$ cat src/rtl/nram_read_seq_if.sv
`default_nettype none
// ============================================================================
//  Module      : nram_read_seq_if
//  Description : Bus bundle between a read sequencer and its environment.
//                The environment holds the 2-entry storage stage and the
//                stream consumer.
//                  io_start/io_len/io_first : burst request (len 0 = 16)
//                  io_RADD / io_Q           : storage read address / data
//                  io_out_valid/ready/bits/last : output word stream
//                  io_busy / io_done / io_sum   : status and running sum
//                Modports:
//                  slave  - the sequencer side
//                  master - the environment side
//  Revision    : 1.0 - initial release
// ============================================================================
interface nram_read_seq_if #(
    parameter int W = 8
);
    logic         io_start;
    logic [3:0]   io_len;
    logic         io_first;
    logic         io_RADD;
    logic [W-1:0] io_Q;
    logic         io_out_valid;
    logic         io_out_ready;
    logic [W-1:0] io_out_bits;
    logic         io_out_last;
    logic         io_busy;
    logic         io_done;
    logic [W-1:0] io_sum;

    modport slave (
        input  io_start, io_len, io_first, io_Q, io_out_ready,
        output io_RADD, io_out_valid, io_out_bits, io_out_last,
               io_busy, io_done, io_sum
    );

    modport master (
        output io_start, io_len, io_first, io_Q, io_out_ready,
        input  io_RADD, io_out_valid, io_out_bits, io_out_last,
               io_busy, io_done, io_sum
    );
endinterface
`default_nettype wire

$ cat src/rtl/nram_read_seq.sv
`default_nettype none
// ============================================================================
//  Module      : nram_read_seq
//  Description : Read-burst sequencer for a 2-entry storage stage. On a
//                start request it reads io_len words (0 = 16), alternating
//                the read address each word. Each word is presented on a
//                valid/ready stream, and the accepted words are summed
//                modulo 2^W.
//  Ports       : clk   - clock, rising edge
//                reset - asynchronous reset, active low
//                bus   - nram_read_seq_if.slave (request, storage read port,
//                        output stream, status)
//  Parameters  : W        - data width
//                READ_LAT - storage read latency, 0 or 1 cycles
//  Revision    : 1.0 - initial release
// ============================================================================
module nram_read_seq #(
    parameter int W        = 8,
    parameter int READ_LAT = 1
) (
    input  wire logic        clk,
    input  wire logic        reset,
    nram_read_seq_if.slave   bus
);

    localparam bit c_ZERO_LAT = (READ_LAT == 0);

    typedef enum logic [2:0] {
        S_IDLE = 3'd0,
        S_ADDR = 3'd1,
        S_WAIT = 3'd2,
        S_OUT  = 3'd3,
        S_DONE = 3'd4
    } state_t;

    state_t       r_state, w_state_nxt;
    logic [4:0]   r_count, w_count_nxt;   // remaining words, up to 16
    logic         r_addr,  w_addr_nxt;
    logic [W-1:0] r_bits,  w_bits_nxt;
    logic [W-1:0] r_sum,   w_sum_nxt;

    always_ff @(posedge clk or negedge reset) begin
        if (!reset) begin
            r_state <= S_IDLE;
            r_count <= 5'd0;
            r_addr  <= 1'b0;
            r_bits  <= '0;
            r_sum   <= '0;
        end else begin
            r_state <= w_state_nxt;
            r_count <= w_count_nxt;
            r_addr  <= w_addr_nxt;
            r_bits  <= w_bits_nxt;
            r_sum   <= w_sum_nxt;
        end
    end

    always_comb begin
        w_state_nxt = r_state;
        w_count_nxt = r_count;
        w_addr_nxt  = r_addr;
        w_bits_nxt  = r_bits;
        w_sum_nxt   = r_sum;
        case (r_state)
            S_IDLE: begin
                if (bus.io_start) begin
                    w_count_nxt = (bus.io_len == 4'd0) ? 5'd16 : {1'b0, bus.io_len};
                    w_addr_nxt  = bus.io_first;
                    w_sum_nxt   = '0;
                    w_state_nxt = S_ADDR;
                end
            end
            S_ADDR: begin
                // Address has been on io_RADD since entering ADDR; with a
                // combinational storage read the data is already valid.
                if (c_ZERO_LAT) begin
                    w_bits_nxt  = bus.io_Q;
                    w_state_nxt = S_OUT;
                end else begin
                    w_state_nxt = S_WAIT;
                end
            end
            S_WAIT: begin
                w_bits_nxt  = bus.io_Q;
                w_state_nxt = S_OUT;
            end
            S_OUT: begin
                if (bus.io_out_ready) begin
                    w_sum_nxt   = r_sum + r_bits;
                    w_count_nxt = r_count - 5'd1;
                    w_addr_nxt  = ~r_addr;
                    w_state_nxt = (r_count == 5'd1) ? S_DONE : S_ADDR;
                end
            end
            S_DONE: begin
                w_state_nxt = S_IDLE;
            end
            default: begin
                w_state_nxt = S_IDLE;
            end
        endcase
    end

    assign bus.io_RADD      = r_addr;
    assign bus.io_out_valid = (r_state == S_OUT);
    assign bus.io_out_bits  = r_bits;
    assign bus.io_out_last  = (r_state == S_OUT) && (r_count == 5'd1);
    assign bus.io_busy      = (r_state != S_IDLE);
    assign bus.io_done      = (r_state == S_DONE);
    assign bus.io_sum       = r_sum;

endmodule
`default_nettype wire

$ cat src/flat_wrapper.sv
// flat-port wrapper written by rule: the top's interface ports become plain ports
module nram_read_seq_flat 
#(
    parameter int W        = 8,
    parameter int READ_LAT = 1
)
  (clk, reset, bus_io_start, bus_io_len, bus_io_first, bus_io_Q, bus_io_out_ready, bus_io_RADD, bus_io_out_valid, bus_io_out_bits, bus_io_out_last, bus_io_busy, bus_io_done, bus_io_sum);
  nram_read_seq_if #(.W(W)) bus_i ();
  input  wire logic clk;
  input  wire logic reset;
  input wire logic [$bits(bus_i.io_start)-1:0] bus_io_start;
  input wire logic [$bits(bus_i.io_len)-1:0] bus_io_len;
  input wire logic [$bits(bus_i.io_first)-1:0] bus_io_first;
  input wire logic [$bits(bus_i.io_Q)-1:0] bus_io_Q;
  input wire logic [$bits(bus_i.io_out_ready)-1:0] bus_io_out_ready;
  output wire logic [$bits(bus_i.io_RADD)-1:0] bus_io_RADD;
  output wire logic [$bits(bus_i.io_out_valid)-1:0] bus_io_out_valid;
  output wire logic [$bits(bus_i.io_out_bits)-1:0] bus_io_out_bits;
  output wire logic [$bits(bus_i.io_out_last)-1:0] bus_io_out_last;
  output wire logic [$bits(bus_i.io_busy)-1:0] bus_io_busy;
  output wire logic [$bits(bus_i.io_done)-1:0] bus_io_done;
  output wire logic [$bits(bus_i.io_sum)-1:0] bus_io_sum;
  assign bus_i.io_start = bus_io_start;
  assign bus_i.io_len = bus_io_len;
  assign bus_i.io_first = bus_io_first;
  assign bus_i.io_Q = bus_io_Q;
  assign bus_i.io_out_ready = bus_io_out_ready;
  assign bus_io_RADD = bus_i.io_RADD;
  assign bus_io_out_valid = bus_i.io_out_valid;
  assign bus_io_out_bits = bus_i.io_out_bits;
  assign bus_io_out_last = bus_i.io_out_last;
  assign bus_io_busy = bus_i.io_busy;
  assign bus_io_done = bus_i.io_done;
  assign bus_io_sum = bus_i.io_sum;
  nram_read_seq #(.W(W), .READ_LAT(READ_LAT)) u_core (.clk(clk), .reset(reset), .bus(bus_i));
endmodule
$ cat config.mk
export PLATFORM = sky130hd
export DESIGN_NAME = nram_read_seq_flat
export DESIGN_NICKNAME = d
export VERILOG_FILES = /design/src/rtl/nram_read_seq_if.sv /design/src/rtl/nram_read_seq.sv /design/src/flat_wrapper.sv
export SDC_FILE = /design/constraint.sdc
export NUM_CORES = 1
export LEC_CHECK = 0
export BUFFER_PORTS_ARGS = -buffer_cell sky130_fd_sc_hd__buf_2
export CORE_MARGIN = 10
export CORE_UTILIZATION = 45
export CTS_BUF_LIST = sky130_fd_sc_hd__clkbuf_4 sky130_fd_sc_hd__clkbuf_8
export DETAILED_ROUTE_END_ITERATION = 8
export PLACE_DENSITY = 0.65
export SYNTH_ARGS = -nofsm -noshare
export SYNTH_HDL_FRONTEND = slang
export SYNTH_SLANG_ARGS = --single-unit
$ cat constraint.sdc
create_clock -name clk -period 2.9 [get_ports clk]
set_clock_uncertainty 0.2 [all_clocks]
set_input_delay 0.58 -clock clk [delete_from_list [all_inputs] [get_ports clk]]
set_output_delay 0.58 -clock clk [all_outputs]
set_load 0.005 [all_outputs]
==> impl_results.rst, run 1 <==
.. list-table::
   :header-rows: 1

   * - Metric
     - Value
   * - Run status
     - completed
   * - Post-synthesis instance total
     - 143
   * - Pin count of the biggest net entering global routing
     - 26
   * - Endpoint of the worst register-to-register path
     - u_core.bus.io_sum[7]
   * - Max-slew violation total from the final report
     - 0
   * - Setup WS post-layout
     - 0.5663 ns
   * - Setup WS pre-CTS
     - approximately 0.66 ns
   * - Gates resized, CTS repair
     - 0
   * - CTS sink cnt
     - 25
   * - Number of cell instances on the worst register-to-register path
     - 6
   * - Netlist cell types
     - 37
   * - Clk slew on worst S/H paths
     - 0.13 ns
   * - Arrival @ worst endpoint
     - 1.55 ns
   * - Count of hold-fix buffers inserted at cts
     - 0
   * - Launch point of the worst reg-to-reg path
     - u_core.r_state[0]
   * - Commonest cells after routing, fill and taps aside
     - buf_2, dfrtp_1, nand2_1
   * - Predominant post-synthesis flop cell
     - dfrtp_1
   * - Data required, critical path
     - about 2.1 ns
   * - Worst Path Max Fanout
     - 15
   * - Syn Std Cell Area
     - 1490 um2
   * - Floorplan die area
     - approximately 6000 um2
   * - Hold Crit Class
     - input port to async pin
   * - Sequential share of the synthesized area
     - between 40% and 50%
   * - Total number of placement rows
     - 20
   * - Skew-Pair Late Insertion Delay
     - 0.32 ns
   * - Number of buffers inserted to repair setup after CTS
     - 0
   * - Cell-by-cell listing of the critical path
     - nand3b_4 -> inv_2 -> buf_2
   * - RD Place Congestion
     - 0.7935
   * - Count of endpoints failing hold in the final timing report
     - 0
   * - Count of buffers inserted at the top-level ports
     - 37
   * - Inserted Diodes
     - 0
   * - Worst setup slack for register-to-register paths
     - 0.68 ns
   * - Max stage delay on crit path
     - 0.58 ns
   * - Met1 track demand over resource in global routing
     - ~14%
   * - Critical path start-end classification
     - register to output pin
   * - Cell with the biggest individual delay on the critical path
     - dfrtp_1
   * - Total GRT Usage
     - 11.46%
   * - Post-layout nets
     - 208
   * - Ratio of total power to cell area
     - between 1000 and 1500 nW/um2
   * - Share of the clock period used by the worst path
     - 80.47%
   * - Max Fclk
     - approximately 430 MHz
   * - Total DRC errors in the routed layout
     - 0
   * - Met2 layer usage reported by global route
     - 18.39%
   * - First-pass iteration count of the detailed router
     - 4
   * - Max-capacitance violation count
     - 0
   * - Cell family with most CP delay
     - flip-flops
   * - First-pass GRT wire length
     - around 5800 um
   * - Area growth from synthesis to layout
     - 15.78%
   * - Width of the die
     - 77.55 um
   * - Routed WL
     - roughly 3400 um
   * - Total global routing overflow
     - 0
   * - Final Instance Count excl. Fillers
     - 224
   * - Average routed wire per standard cell
     - 15.07 um
   * - Crit path launch type
     - register
   * - Unrepaired setup endpoints after global routing
     - false
   * - Relative slew slack
     - 55.74%
   * - Num ports
     - 38
   * - Hpwl dp
     - 2625 um
   * - Clock root buffer
     - clkbuf_4
   * - Number of DRC markers after the initial detailed-route iteration
     - 86
   * - Post-synthesis register bit count
     - 25
   * - Fraction of layout cells with a size suffix above 1
     - 32.78%
   * - Yosys warnings
     - 0
   * - Leak pwr
     - 0.8564 nW
   * - Global routing's busiest layer
     - met2
   * - # placed instances
     - 220
   * - Effective utilization at floorplan
     - 48.02%
   * - GRT met3 Usage
     - 3.571%
   * - Worst Path Buf+Inv
     - 2
   * - Die height
     - 77.55 um
   * - Slew @ Worst Pin
     - 0.6632 ns
   * - H-tree depth
     - 1
   * - Post-DR vias/cell
     - 5.304
   * - CP Capture Type
     - output pin
   * - Number of antenna violations at the first check in global routing
     - 0
   * - Number of synthesized flops with an enable pin
     - 0
   * - Mapped Nets
     - between 150 and 200
   * - Total setup violations reported at the end of the flow
     - 0
   * - Worst ir drop on vdd
     - 0.0005407 V
   * - Commonest non-fill, non-tap cell in the layout
     - buf_2
   * - Clock tree from TritonCTS
     - done
   * - Via count
     - 1,188
   * - Setup Total Neg Slack
     - 0 ns
   * - Min Tclk post-route
     - 2.334 ns
   * - Area inside the core boundary
     - 3103 um2
   * - Async S/R FF share, synth
     - 100.0%
   * - Via count of the first global-routing pass
     - ~1,300
   * - Number of buffers inserted during clock tree synthesis
     - 3
   * - Number of buffers on the longest clock path
     - 2
   * - Average instance area after synthesis
     - 10.42 um2
   * - Final ANT Viol Nets
     - 0
==> power by group <==
group / total, mW / switching, mW / internal (mW) / leakage, nW
Clock: 0.165 / 0.102 / 0.0632 / 0.0184
Sequential: 0.682 / 0.176 / 0.506 / 0.308
Combinational: 1.17 / 0.608 / 0.563 / 0.530
==> cells by family after synthesis <==
| kind of cell | share of synthesized area, % |
|---|---|
| and+or+nand+nor | 14.86 |
| AOI/OAI and AO/OA | 19.39 |
| buffers and inverters | 3.861 |
| muxes | 8.061 |
| adders and majority gates | 8.900 |
| xor gates and xnor gates | 2.939 |
| DFF | 41.98 |
==> cell type report <==
| type | count | area (um2) |
|---|---|---|
| repair buffers | 38 | 192.7 |
| clock buffers | 4 | 30.03 |
| inverters | 4 | 15.01 |
| fillers | 304 | 1378 |
| flip-flops and latches | 25 | 625.6 |
| multi-input cells | 109 | 807.0 |
| well taps | 44 | 55.05 |
==> metrics by stage <==
stage | hold WS [ns] | utilization (%) | cell area [um2] | total power [mW]
CTS | 0.04988 | 55.60 | 1725 | 2.045
global placement | 0.2928 | 54.64 | 1695 | 1.839
detailed placement | 0.3067 | 54.64 | 1695 | 1.874
floorplan | 0.08441 | - | 1490 | 1.578
finish | 0.02801 | 55.60 | 1725 | 2.018
global route | 0.05046 | 55.60 | 1725 | 2.230
==> state kept, by name, indices dropped and copies added (netlist names) <==
register and flops:
u_core.bus.io_out_bits 8, u_core.bus.io_sum 8, u_core.r_count 5, u_core.r_state 3, u_core.bus.io_RADD 1
==> worst reg2reg max path: stages (launching register included) <==
cell and delay (ns):
dfrtp_1 0.58, nand3b_4 0.24, inv_2 0.25, a22oi_4 0.19, buf_4 0.23, a221oi_1 0.30, o31ai_1 0.11
==> metal layers <==
metal	vias up	share of wire (%)	wire (um)
met4	0	1.3	43
met1	567	47	1585
li1	585	-	-
met3	4	6.3	213
met2	32	45	1532
met5	-	0	0
==> worst max-delay path by stage <==
stage | start | to | slack [ns] | cells past startpoint
floorplan | u_core.bus.io_sum[0] | u_core.bus.io_sum[6] | 0.81 | 7
global placement | u_core.bus.io_sum[0] | u_core.bus.io_sum[6] | 0.76 | 7
detailed placement | u_core.bus.io_sum[0] | u_core.bus.io_sum[6] | 0.66 | 7
CTS | u_core.r_state[0] | bus_io_out_valid | 0.56 | 3
global route | u_core.r_state[0] | bus_io_out_valid | 0.45 | 3
finish | u_core.r_state[0] | bus_io_out_valid | 0.57 | 3
==> synth_stat cells (3+ instances only) <==
cell type,n,area [um2]
a21oi_1,8,40.04
buf_6,3,33.78
dfrtp_1,25,625.6
ha_1,9,112.6
inv_1,3,11.26
mux2_4,8,120.1
nand2_1,19,71.32
nand3_1,3,15.01
nor2_1,9,33.78
nor3_1,5,25.02
o21ai_1,13,65.06
o31ai_1,4,30.03
xnor2_1,3,26.28
Power figures use the tool's default switching activity.
==> run 2, diff against run 1 <==
--- a/config.mk
+++ b/config.mk
@@ -10,7 +10,7 @@
 export CORE_UTILIZATION = 45
 export CTS_BUF_LIST = sky130_fd_sc_hd__clkbuf_4 sky130_fd_sc_hd__clkbuf_8
 export DETAILED_ROUTE_END_ITERATION = 8
-export PLACE_DENSITY = 0.65
+export PLACE_DENSITY = 0.68
 export SYNTH_ARGS = -nofsm -noshare
 export SYNTH_HDL_FRONTEND = slang
 export SYNTH_SLANG_ARGS = --single-unit
==> constraint.sdc (replaced) <==
create_clock -name clk -period 2.05 [get_ports clk]
set_clock_uncertainty 0.2 [all_clocks]
set_input_delay 0.41 -clock clk [delete_from_list [all_inputs] [get_ports clk]]
set_output_delay 0.41 -clock clk [all_outputs]
set_load 0.005 [all_outputs]
==> impl_results.rst, run 2 (synthesis gave the netlist of run 1 again) <==
.. list-table::
   :header-rows: 1

   * - Metric
     - Value
   * - Setup Total Neg Slack
     - 0 ns (unchanged)
   * - Count of buffers inserted at the top-level ports
     - 37 (unchanged)
   * - Share of the clock period used by the worst path
     - a little over nine tenths
   * - Number of antenna violations at the first check in global routing
     - 0 (unchanged)
   * - Commonest non-fill, non-tap cell in the layout
     - buf_2
   * - Pin count of the biggest net entering global routing
     - 26 (unchanged)
   * - Via count of the first global-routing pass
     - 1,286 (+1.3%)
   * - Total DRC errors in the routed layout
     - 0 (unchanged)
   * - First-pass iteration count of the detailed router
     - 4 (unchanged)
   * - Die height
     - 77.55 um (unchanged)
   * - First-pass GRT wire length
     - 5761 um (-0.83%)
   * - Setup WS post-layout
     - 0.02206 ns (-0.5443 ns)
   * - Routed WL
     - 3569 um (+5.7%)
   * - Count of endpoints failing hold in the final timing report
     - 0 (unchanged)
   * - Worst setup slack for register-to-register paths
     - 0.02 ns (-0.66 ns)
   * - Cell with the biggest individual delay on the critical path
     - dfrtp_1
   * - Min Tclk post-route
     - around 2.0 ns
   * - Max stage delay on crit path
     - 0.44 ns (-0.14 ns)
   * - Effective utilization at floorplan
     - 48.02% (unchanged)
   * - Arrival @ worst endpoint
     - 2.06 ns (+0.51 ns)
   * - Worst Path Max Fanout
     - 3 (-12)
   * - Floorplan die area
     - 6013 um2 (unchanged)
   * - Fraction of layout cells with a size suffix above 1
     - 45.92% (+13 points)
   * - Clock root buffer
     - clkbuf_4
   * - Number of buffers on the longest clock path
     - 2 (unchanged)
   * - H-tree depth
     - 1 (unchanged)
   * - CP Capture Type
     - register
   * - Layout fillers
     - 286 (-5.9%)
   * - Hold Path End
     - u_core.bus.io_RADD
   * - Slew @ Worst Pin
     - 0.5700 ns (-0.09320 ns)
   * - Max-slew violation total from the final report
     - 0 (unchanged)
   * - Launch point of the worst reg-to-reg path
     - u_core.bus.io_out_bits[0]
   * - Inserted Diodes
     - 0 (unchanged)
   * - Hpwl dp
     - 2566 um (-2.3%)
   * - Post-layout nets
     - 224 (+7.7%)
   * - Crit. path cell count
     - 7 (+4)
   * - Number of buffers inserted during clock tree synthesis
     - 3 (unchanged)
   * - Final hold slack
     - 0.09630 ns (+0.06829 ns)
   * - Total setup violations reported at the end of the flow
     - 0 (unchanged)
   * - Utilization after layout
     - 62.42% (+6.8 points)
   * - Min-Delay Startpoint
     - bus_io_first
   * - Leak pwr
     - 0.9356 nW (+9.2%)
   * - CTS sink cnt
     - 25 (unchanged)
   * - Relative slew slack
     - 62.00% (+6.3 points)
   * - Num ports
     - 38 (unchanged)
   * - Area growth from synthesis to layout
     - 29.97%
   * - Unrepaired setup endpoints after global routing
     - true
   * - Width of the die
     - 77.55 um (unchanged)
   * - Data required, critical path
     - 2.08 ns (-0.04 ns)
   * - Skew-Pair Late Insertion Delay
     - 0.32 ns (about the same)
   * - Total number of placement rows
     - 20 (unchanged)
   * - Worst Path Buf+Inv
     - 0 (-2)
   * - Post-DR vias/cell
     - 5.175 (-2.4%)
   * - Setup WS pre-CTS
     - -0.06614 ns (-0.7287 ns)
   * - Max-capacitance violation count
     - 0 (unchanged)
   * - Hold Crit Class
     - input port to register
   * - Worst ir drop on vdd
     - 0.0006781 V (+25%)
   * - Average routed wire per standard cell
     - 14.87 um (-1.3%)
   * - Total global routing overflow
     - 0 (unchanged)
   * - Endpoint of the worst register-to-register path
     - u_core.bus.io_sum[6]
   * - Clock tree from TritonCTS
     - done
   * - Ratio of total power to cell area
     - 1683 nW/um2 (+44%)
   * - Crit path launch type
     - register
   * - Max Fclk
     - 493.1 MHz
   * - Cell family with most CP delay
     - compound AO/OA/AOI/OAI gates
   * - Critical path start-end classification
     - register to register
   * - Final ANT Viol Nets
     - 0 (unchanged)
   * - Clk slew on worst S/H paths
     - 0.14 ns (about the same)
   * - Hold depth
     - 3
   * - Total GRT Usage
     - 11.26% (-0.20 points)
   * - Number of cell instances on the worst register-to-register path
     - 7 (+1)
   * - Number of DRC markers after the initial detailed-route iteration
     - 111 (+29%)
   * - Area inside the core boundary
     - 3103 um2 (unchanged)
   * - Via count
     - 1,242 (+4.5%)
   * - Run status
     - completed
   * - Cell-by-cell listing of the critical path
     - ha_4 -> fa_2 -> a21o_1 -> a21oi_2 -> o21ai_1 -> xnor2_1 -> o31ai_1
   * - RD Place Congestion
     - 0.8033 (+1.2%)
   * - Commonest cells after routing, fill and taps aside
     - buf_2, dfrtp_1, nand2_1
[run 2: changes by cell type in the layout (fill, tap and decap cells not counted), sizes merged]
cell	before	now
buf	38	53
dlygate4sd3	0	1
[run 2: cell type report]
| class | instances | area [um2] | area share, % |
|---|---|---|---|
| Multi-Input combinational cell | 109 | 880.8 | 45.48 |
| Sequential cell | 25 | 629.4 | 32.49 |
| Timing Repair Buffer | 54 | 326.6 | 16.86 |
| Tap cell | 44 | 55.05 | 2.842 |
| Clock buffer | 4 | 30.03 | 1.550 |
| Inverter | 4 | 15.01 | 0.7752 |
[run 2: report_power, final]
part	switching (mW)	leakage (nW)	internal (mW)
Sequential	0.252	0.305	0.721
Combinational	0.990	0.612	1.05
Clock	0.152	0.0184	0.0893
[run 2: timing repair]
item,CTS,global route
resized for setup,6,14
endpoints found under the hold margin,25,0
hold buffers,1,0
buffers inserted,5,1
endpoints found under the setup margin,3,5
pin swaps,4,10
[run 2: routing by layer]
layer  part of all wire (%)  wire length (um)  global-route usage, %  vias up
li1                       -                 -                      -      621
met1                     44              1584                  13.86      589
met2                     50              1789                  18.98       30
met3                    4.9               176                  2.650        2
met4                   0.53                19                  3.467        0
met5                      0                 0                      0        -
[run 2: worst max-delay path by stage]
stage	start	to	slack (ns)
3_5_place_dp	u_core.bus.io_sum[0]	u_core.bus.io_sum[6]	-0.07
3_3_place_gp	u_core.bus.io_sum[1]	u_core.bus.io_sum[7]	0.02
5_1_grt	u_core.bus.io_out_bits[0]	u_core.bus.io_sum[7]	-0.07
2_1_floorplan	u_core.bus.io_sum[0]	u_core.bus.io_sum[6]	0.03
4_1_cts	u_core.bus.io_sum[0]	u_core.bus.io_sum[6]	0.01
6_report	u_core.bus.io_out_bits[0]	u_core.bus.io_sum[6]	0.02
[run 2: tightest hold or removal path, stage by stage]
cell,delay (ns)
buf_2,0.09
nand2_1,0.05
o21ai_1,0.05
[run 2: stage by stage]
step,area [um2],power [mW],instances
6_report,1937,3.260,240
5_1_grt,1937,3.563,240
4_1_cts,1866,3.129,239
3_5_place_dp,1769,2.778,229
3_3_place_gp,1769,2.732,229
2_1_floorplan,1496,2.246,143
==> run 3, diff against run 2 <==
--- a/config.mk
+++ b/config.mk
@@ -7,10 +7,10 @@
 export LEC_CHECK = 0
 export BUFFER_PORTS_ARGS = -buffer_cell sky130_fd_sc_hd__buf_2
 export CORE_MARGIN = 10
-export CORE_UTILIZATION = 45
+export CORE_UTILIZATION = 50
 export CTS_BUF_LIST = sky130_fd_sc_hd__clkbuf_4 sky130_fd_sc_hd__clkbuf_8
 export DETAILED_ROUTE_END_ITERATION = 8
-export PLACE_DENSITY = 0.68
+export PLACE_DENSITY = 0.72
 export SYNTH_ARGS = -nofsm -noshare
 export SYNTH_HDL_FRONTEND = slang
 export SYNTH_SLANG_ARGS = --single-unit
==> constraint.sdc (replaced) <==
create_clock -name clk -period 2.4 [get_ports clk]
set_clock_uncertainty 0.2 [all_clocks]
set_input_delay 0.48 -clock clk [delete_from_list [all_inputs] [get_ports clk]]
set_output_delay 0.48 -clock clk [all_outputs]
set_load 0.005 [all_outputs]
==> impl_results.rst, run 3 (synthesis gave the netlist of run 1 again) <==
.. list-table::
   :header-rows: 1

   * - Metric
     - Value
   * - Inserted Diodes
     - 0 (unchanged)
   * - Clock root buffer
     - clkbuf_4
   * - Data required, critical path
     - 2.44 ns (+0.36 ns)
   * - Width of the die
     - 74.59 um (-3.8%)
   * - Skew-Pair Late Insertion Delay
     - 0.32 ns (about the same)
   * - Floorplan die area
     - 5564 um2 (-7.5%)
   * - Hpwl dp
     - 2471 um (-3.7%)
   * - Max-slew violation total from the final report
     - 0 (unchanged)
   * - Worst ir drop on vdd
     - 0.0007587 V (+12%)
   * - Via count
     - 1,207 (-2.8%)
   * - First-pass GRT wire length
     - 5416 um (-6.0%)
   * - Number of buffers inserted during clock tree synthesis
     - 3 (unchanged)
   * - Num ports
     - 38 (unchanged)
   * - Total setup violations reported at the end of the flow
     - 0 (unchanged)
   * - Unrepaired setup endpoints after global routing
     - false
   * - Clock tree from TritonCTS
     - done
   * - Count of buffers inserted at the top-level ports
     - 37 (unchanged)
   * - Total DRC errors in the routed layout
     - 0 (unchanged)
   * - Via count of the first global-routing pass
     - 1,179 (-8.3%)
   * - Number of antenna violations at the first check in global routing
     - 0 (unchanged)
   * - Total chip power
     - 2.450 mW (-25%)
   * - # placed instances
     - 209 (-8.7%)
   * - Cell area after placement
     - 1694 um2 (-4.2%)
   * - Total number of placement rows
     - 19 (-5.0%)
   * - H-tree depth
     - 1 (unchanged)
   * - Number of DRC markers after the initial detailed-route iteration
     - 93 (-16%)
   * - Arrival @ worst endpoint
     - 2.26 ns (+0.20 ns)
   * - Layout fillers
     - 245 (-14%)
   * - Total global routing overflow
     - 0 (unchanged)
   * - First-pass iteration count of the detailed router
     - 4 (unchanged)
   * - Worst Path Max Fanout
     - 3 (unchanged)
   * - Final Instance Count excl. Fillers
     - 214 (-11%)
   * - CTS sink cnt
     - 25 (unchanged)
   * - CP Capture Type
     - register
   * - Die height
     - 74.59 um (-3.8%)
   * - Critical path start-end classification
     - register to register
   * - Area growth from synthesis to layout
     - 16.20%
   * - Register cell area after layout
     - 625.6 um2 (-0.60%)
   * - Max Fclk
     - 450.4 MHz (-8.7%)
   * - Setup WS pre-CTS
     - 0.1956 ns (+0.2618 ns)
   * - Final ANT Viol Nets
     - 0 (unchanged)
   * - Crit path launch type
     - register
   * - Utilization after layout
     - 61.73% (-0.69 points)
   * - Count of endpoints failing hold in the final timing report
     - 0 (unchanged)
   * - Total GRT Usage
     - 12.21% (+0.94 points)
   * - Area inside the core boundary
     - 2805 um2 (-9.6%)
   * - Post-layout nets
     - 211 (-5.8%)
   * - Clk slew on worst S/H paths
     - 0.15 ns (about the same)
   * - Ratio of total power to cell area
     - 1415 nW/um2 (-16%)
   * - Post-DR vias/cell
     - 5.640 (+9.0%)
   * - Setup WS post-layout
     - 0.1796 ns (+0.1575 ns)
   * - Leak pwr
     - 0.8699 nW (-7.0%)
   * - Max-capacitance violation count
     - 0 (unchanged)
   * - Routed WL
     - 3207 um (-10%)
   * - Fraction of layout cells with a size suffix above 1
     - 33.33% (-13 points)
   * - Relative slew slack
     - 61.48% (-0.52 points)
   * - Min Tclk post-route
     - 2.220 ns (+0.1925 ns)
   * - Share of the clock period used by the worst path
     - 92.52% (-6.4 points)
   * - Setup Total Neg Slack
     - 0 ns (unchanged)
   * - Final instance area
     - 1732 um2 (-11%)
   * - Number of buffers on the longest clock path
     - 2 (unchanged)
   * - Average routed wire per standard cell
     - 14.99 um (+0.77%)
   * - Final hold slack
     - 0.1723 ns (+0.07600 ns)
   * - Commonest cells after routing, fill and taps aside
     - buf_2, dfrtp_1, nand2_1
   * - Hold Crit Class
     - input port to register
   * - Run status
     - completed
   * - Gates resized, CTS repair
     - 0 (-6)
   * - Effective utilization at floorplan
     - 53.12% (+5.1 points)
   * - Slew @ Worst Pin
     - 0.5778 ns (+0.007775 ns)
   * - Pin count of the biggest net entering global routing
     - 26 (unchanged)
   * - Area of the multi-input gates
     - 807.0 um2 (-8.4%)
   * - RD Place Congestion
     - 0.7712 (-4.0%)
   * - Commonest non-fill, non-tap cell in the layout
     - buf_2
[run 3: report_power, final]
group	leakage (nW)	internal, mW	switching (mW)	total [mW]
logic	0.544	0.703	0.738	1.44
clock network	0.0177	0.0624	0.131	0.193
registers	0.308	0.611	0.205	0.817
[run 3: per-layer routing]
layer  track usage [%]  wire (um)
met5                 0          0
met1             16.44       1507
met2             18.35       1456
met3             3.191        204
met4             4.412         40
[run 3: final timing paths]
kind	depth (start not counted)	from	slack [ns]	end
hold reg to reg	2	u_core.r_count[4]	0.34	u_core.r_count[4]
setup reg to reg	7	u_core.bus.io_sum[0]	0.18	u_core.bus.io_sum[6]
setup / recovery	7	u_core.bus.io_sum[0]	0.18	u_core.bus.io_sum[6]
max in group asynchronous	2	reset	1.15	u_core.r_state[1]
hold / removal	2	bus_io_Q[6]	0.17	u_core.bus.io_out_bits[6]
min in group asynchronous	2	reset	0.46	u_core.r_count[3]
[run 3: worst max-delay path, stage by stage (launching register included)]
cell	delay (ns)
dfrtp_1	0.43
ha_1	0.26
fa_1	0.40
a21o_1	0.17
a21oi_1	0.22
o21ai_0	0.14
xnor2_1	0.14
o31ai_1	0.18
[run 3: final cells by class]
cell class,instances,share of cell area (%)
multi-input cells,109,46.60
flip-flops and latches,25,36.13
repair buffers,41,12.57
well taps,31,2.240
clock buffers,3,1.301
inverters,4,0.8671
clock inverters,1,0.2890
[run 3: repair_timing]
action,in CTS,in global routing
hold buffers,1,0
hold endpoints to repair,25,0
buffers inserted,0,0
